File: src/rtl/regfile_pkg.sv
// Shared definitions for the multi-read-port register file.
// Holds the controller state type, the depth helper and the packed-slice index helper.
package regfile_pkg;

  // Controller states: the clear sweep runs in CLEAR, normal operation is IDLE.
  typedef enum logic [0:0] {
    CLEAR = 1'b0,
    IDLE  = 1'b1
  } state_e;

  // Number of entries addressed by an addr_w-bit address.
  function automatic int depth_of(input int addr_w);
    return 1 << addr_w;
  endfunction

  // Low bit of element 'port' in a packed vector of elements 'width' bits wide.
  function automatic int slice_lo(input int port, input int width);
    return port * width;
  endfunction

endpackage

File: src/rtl/regfile_rd_port.sv
// One combinational read port of the register file.
// Selects the addressed entry, forces zero during the clear sweep and for the
// hard-wired zero entry, and forwards same-cycle write data when REGFILE_BYPASS_EN
// is defined.
module regfile_rd_port
  import regfile_pkg::*;
#(
  parameter int DATA_W   = 32,
  parameter int ADDR_W   = 5,
  parameter int ZERO_REG = 1,
  localparam int DEPTH   = depth_of(ADDR_W)
) (
  input  logic [DATA_W-1:0] mem [DEPTH],
  input  logic              clearing,
  input  logic              wr_ok,
  input  logic [ADDR_W-1:0] waddr,
  input  logic [DATA_W-1:0] wdata,
  input  logic [ADDR_W-1:0] raddr,
  output logic [DATA_W-1:0] rdata
);

  logic byp_hit;

`ifdef REGFILE_BYPASS_EN
  // wr_ok already excludes the clear sweep and dropped zero-entry writes.
  assign byp_hit = wr_ok && (raddr == waddr);
`else
  // Without forwarding the write-port view is not needed here.
  logic unused_wr;
  assign unused_wr = ^{wr_ok, waddr, wdata};
  assign byp_hit   = 1'b0;
`endif

  // Read mux with forwarding and zero masking applied last so masking always wins.
  always_comb begin
    rdata = mem[raddr];
    if (byp_hit) begin
      rdata = wdata;
    end
    if (clearing || ((ZERO_REG != 0) && (raddr == '0))) begin
      rdata = '0;
    end
  end

endmodule

File: src/rtl/regfile_mp.sv
// Parametrised multi-read-port register file with a sequential clear sweep.
// After reset (or a clr pulse while idle) every entry is zeroed one per cycle;
// writes are accepted only when wready is high. Read ports are combinational.
// Optional macro REGFILE_BYPASS_EN enables write-first forwarding to the read ports.
module regfile_mp
  import regfile_pkg::*;
#(
  parameter int DATA_W   = 32,
  parameter int ADDR_W   = 5,
  parameter int NUM_RD   = 2,
  parameter int ZERO_REG = 1
) (
  input  logic                     clk,
  input  logic                     rst_n,
  input  logic                     clr,
  input  logic                     we,
  input  logic [ADDR_W-1:0]        waddr,
  input  logic [DATA_W-1:0]        wdata,
  output logic                     wready,
  input  logic [NUM_RD*ADDR_W-1:0] raddr,
  output logic [NUM_RD*DATA_W-1:0] rdata,
  output logic                     busy
);

  localparam int DEPTH = depth_of(ADDR_W);

  state_e              state_q, state_d;
  logic [ADDR_W-1:0]   ptr_q, ptr_d;
  logic [DATA_W-1:0]   mem_q [DEPTH];

  logic                mem_we;
  logic [ADDR_W-1:0]   mem_waddr;
  logic [DATA_W-1:0]   mem_wdata;
  logic                clearing;
  logic                wr_ok;

  assign clearing = (state_q == CLEAR);
  assign busy     = clearing;
  assign wready   = !clearing;

  // A host write commits only when idle and not aimed at the hard-wired zero entry.
  assign wr_ok = !clearing && we && !((ZERO_REG != 0) && (waddr == '0));

  // Next-state, sweep pointer and storage write-port selection.
  always_comb begin
    state_d   = state_q;
    ptr_d     = ptr_q;
    mem_we    = 1'b0;
    mem_waddr = waddr;
    mem_wdata = wdata;
    case (state_q)
      CLEAR: begin
        mem_we    = 1'b1;
        mem_waddr = ptr_q;
        mem_wdata = '0;
        if (ptr_q == {ADDR_W{1'b1}}) begin
          state_d = IDLE;
          ptr_d   = '0;
        end else begin
          ptr_d = ptr_q + ADDR_W'(1);
        end
      end
      default: begin
        mem_we = wr_ok;
        if (clr) begin
          state_d = CLEAR;
          ptr_d   = '0;
        end
      end
    endcase
  end

  // Controller state; reset restarts the sweep from entry 0.
  always_ff @(posedge clk or negedge rst_n) begin
    if (!rst_n) begin
      state_q <= CLEAR;
      ptr_q   <= '0;
    end else begin
      state_q <= state_d;
      ptr_q   <= ptr_d;
    end
  end

  // Storage array; contents are only ever zeroed by the sweep, never by reset.
  always_ff @(posedge clk) begin
    if (mem_we) begin
      mem_q[mem_waddr] <= mem_wdata;
    end
  end

  for (genvar i = 0; i < NUM_RD; i++) begin : g_rd
    regfile_rd_port #(
      .DATA_W   (DATA_W),
      .ADDR_W   (ADDR_W),
      .ZERO_REG (ZERO_REG)
    ) u_rd_port (
      .mem      (mem_q),
      .clearing (clearing),
      .wr_ok    (wr_ok),
      .waddr    (waddr),
      .wdata    (wdata),
      .raddr    (raddr[slice_lo(i, ADDR_W) +: ADDR_W]),
      .rdata    (rdata[slice_lo(i, DATA_W) +: DATA_W])
    );
  end

endmodule

File: config.mk
export PLATFORM = sky130hd
export DESIGN_NAME = regfile_mp
export DESIGN_NICKNAME = d
export VERILOG_FILES = /design/src/rtl/regfile_pkg.sv /design/src/rtl/regfile_rd_port.sv /design/src/rtl/regfile_mp.sv
export SDC_FILE = /design/constraint.sdc
export NUM_CORES = 1
export LEC_CHECK = 0
export BUFFER_PORTS_ARGS = -buffer_cell sky130_fd_sc_hd__buf_4
export CAP_MARGIN = 10
export CORE_UTILIZATION = 35
export DETAILED_ROUTE_END_ITERATION = 16
export SLEW_MARGIN = 30
export SYNTH_ARGS = -nofsm -noshare
export SYNTH_HDL_FRONTEND = slang
export SYNTH_SLANG_ARGS = --single-unit
File: constraint.sdc
create_clock -name clk -period 4.33 [get_ports clk]
set_input_delay 0.6495 -clock clk [delete_from_list [all_inputs] [get_ports clk]]
set_output_delay 0.6495 -clock clk [all_outputs]
set_load 0.05 [all_outputs]
==> reports/qor.csv <==
metric,value,unit
status,finished clean,
routabilityCongestion,0.800,
clk_path_buf_depth,3,
final_cell_area,55700,um^2
cts_inserted_buffers,106,
setup-violations-final,0,
die_w,373,um
ys_ff_latch,1030,
coreArea,136000,um^2
synthFlopType,edfxtp_1,
finalHoldViolCount,0,
first_pass_iters,6,
clkTransAtPathRegs,0.07,ns
startpoint_type,flop,
fin_crit_sh,99.4,%
hp-start,clr,
synth_edf_count,1024,
antennaDiodeCount,0,
seqCellArea,30900,um^2
syn-num-nets,2584,
critPathMaxFanout,31,
grt_use_met1,29.0,%
grt_max_degree,62,
path_class,flop to output pin,
yosysSeqAreaShare,64.1,%
io_pins,117,
fmax,232,MHz
grt_use_met3,4.29,%
area_delta_synth_final,15.4,%
post_drt_wl_per_cell,34.6,um
rsz0062_at_grt,false,
synthesis.instances,2531,
die-area,139000,um^2
vias_per_cell,6.21,
async_flop_share,0.583,%
r2r-start,wready$_DFF_PN0_,
cts_resized,0,
vias,28200,
die_height,373,um
grt_pass1_wl,223000,um
p_per_area,488,nW/um^2
r2r_slack,1.28,ns
cts.htree.levels,3,
drive_gt1_share,33.8,%
place_ws,0.422,ns
dr.first_iter.drc_count,3622,
slew_violations,0,
critPathArrivalTime,3.65,ns
fin_tns_setup,0,ns
worst_skew_pair.late_latency,0.70,ns
ys_types,49,
hold_depth,2,
required,3.68,ns
grt_overflow_total,0,
ir_worst_vdd,0.300,mV
multiInputGateArea,16600,um^2
num_rows,135,
grt_pass1_vias,29400,
cts_root_buffer,clkbuf_16,
fin_crit,4.30,ns
cts.sinks,1030,
synth_area,48200,um^2
tightest_slew,0.948,ns
fillCellCount,12000,
dp_hpwl,91400,um
grt_busiest_layer,met2,
total_leakage_power,18.4,nW
yosys_warnings,0,
initial_core_util,35.4,%
fin_skew,0.0373,ns
antenna_found_initial,5,
whs_endpoint,wready$_DFF_PN0_,
post_cts_buffers,0,
place_area,52100,um^2
cts_tree,built,
ant_nets,0,
avgSynthCellArea,19.1,um^2
maxCapViolCount,0,
r2r_end,mem_q[858]$_DFFE_PP_,
endpoint_kind,output pin,
grtUsageTotal,22.4,%
rr_worst_depth,6,
worst_slack,0.0268,ns
numPortBuffers,116,
drc,0,
nets,2733,
grt.met2_usage,36.9,%
hp-class,input port to flop,
relSlewSlack,36.8,%
routed_wl,157000,um
==> registers in the layout (all words and copies together), names as in the netlist <==
name and count:
mem_q 1024, ptr_q 5, wready 1
==> power by group <==
group | switching [mW] | total, mW | internal (mW)
clock network | 3.90 | 9.26 | 5.36
logic | 3.43 | 5.08 | 1.65
registers | 0.446 | 12.8 | 12.4
==> cell usage after synthesis, types with 12 or more instances <==
cell	n	area [um^2]
nand3_1	48	240
mux2_2	38	428
a211oi_1	31	233
buf_1	12	45.0
a21oi_1	45	225
mux2i_1	351	3510
nor2_1	40	150
buf_2	92	460
and2_1	35	219
o221ai_1	90	788
mux4_2	392	8830
a221oi_2	22	330
nand2_1	66	248
a22oi_1	12	90.1
edfxtp_1	1024	30700
a2bb2oi_1	32	280
o22a_1	26	228
buf_4	18	135
clkbuf_1	71	267
==> worst max path at each step <==
stage	depth (start not counted)	startpoint	slack [ns]	end
floorplan	8	raddr[1]	0.71	rdata[20]
global placement	7	raddr[1]	0.52	rdata[6]
detailed placement	7	raddr[1]	0.42	rdata[6]
CTS	7	wready$_DFF_PN0_	0.001	rdata[12]
global route	7	wready$_DFF_PN0_	0.01	rdata[12]
finish	7	wready$_DFF_PN0_	0.03	rdata[12]
==> cells by family after synthesis <==
group	count (synthesis)	synth area share (%)
DFF	1030	64.1
and+or+nand+nor	225	2.27
AOI/OAI and AO/OA	283	4.91
muxes	782	26.5
xor gates and xnor gates	2	0.0363
adders and majority gates	2	0.0519
buffers and inverters	207	2.16
==> layout by cell type (no fill, tap or decap), types with 32 or more instances in the layout <==
cell / Yosys / layout
edfxtp_1: 1024 / 1024
mux4_2: 392 / 392
mux2i_1: 351 / 351
buf_4: 18 / 198
clkbuf_16: 0 / 111
o221ai_1: 90 / 90
nand2_1: 66 / 66
nand3_1: 48 / 47
a21oi_1: 45 / 45
buf_12: 0 / 40
mux2_2: 38 / 38
a2bb2oi_1: 32 / 32
nor2_4: 0 / 32
==> worst max-delay path: stages, from the launching register on <==
cell and delay, ns:
dfrtp_2 0.37, buf_4 0.32, buf_4 0.59, o21ai_4 0.16, buf_4 0.27, buf_4 0.25, a211oi_1 0.63, buf_4 0.32
==> per-layer routing <==
metal	part of all wire, %	up-vias
li1	-	11200
met3	8.2	339
met4	4.3	2
met2	49	1514
met1	39	15200
met5	0.013	-
==> through the flow <==
stage | total power [mW] | utilization (%) | std cells | hold slack [ns]
6_report | 27.2 | 40.9 | 4549 | 0.156
5_1_grt | 27.9 | 40.9 | 4549 | 0.167
4_1_cts | 27.3 | 40.9 | 4549 | 0.117
3_5_place_dp | 18.1 | 38.3 | 4352 | 0.459
3_3_place_gp | 17.9 | 38.3 | 4352 | 0.458
2_1_floorplan | 15.6 | - | 2531 | 0.354
==> repair_timing <==
action                                 in CTS  in global routing
setup endpoints to repair                   0                  0
hold buffers                                1                  0
endpoints found under the hold margin       6                  0
==> cell type report <==
cell class / count / area share (%)
clock buffers: 128 / 5.11
clock inverters: 68 / 1.16
inverters: 3 / 0.0202
multi-input cells: 1294 / 29.9
flip-flops and latches: 1030 / 55.5
well taps: 1781 / 4.00
repair buffers: 245 / 4.29
(Power assumes the default switching activity.)
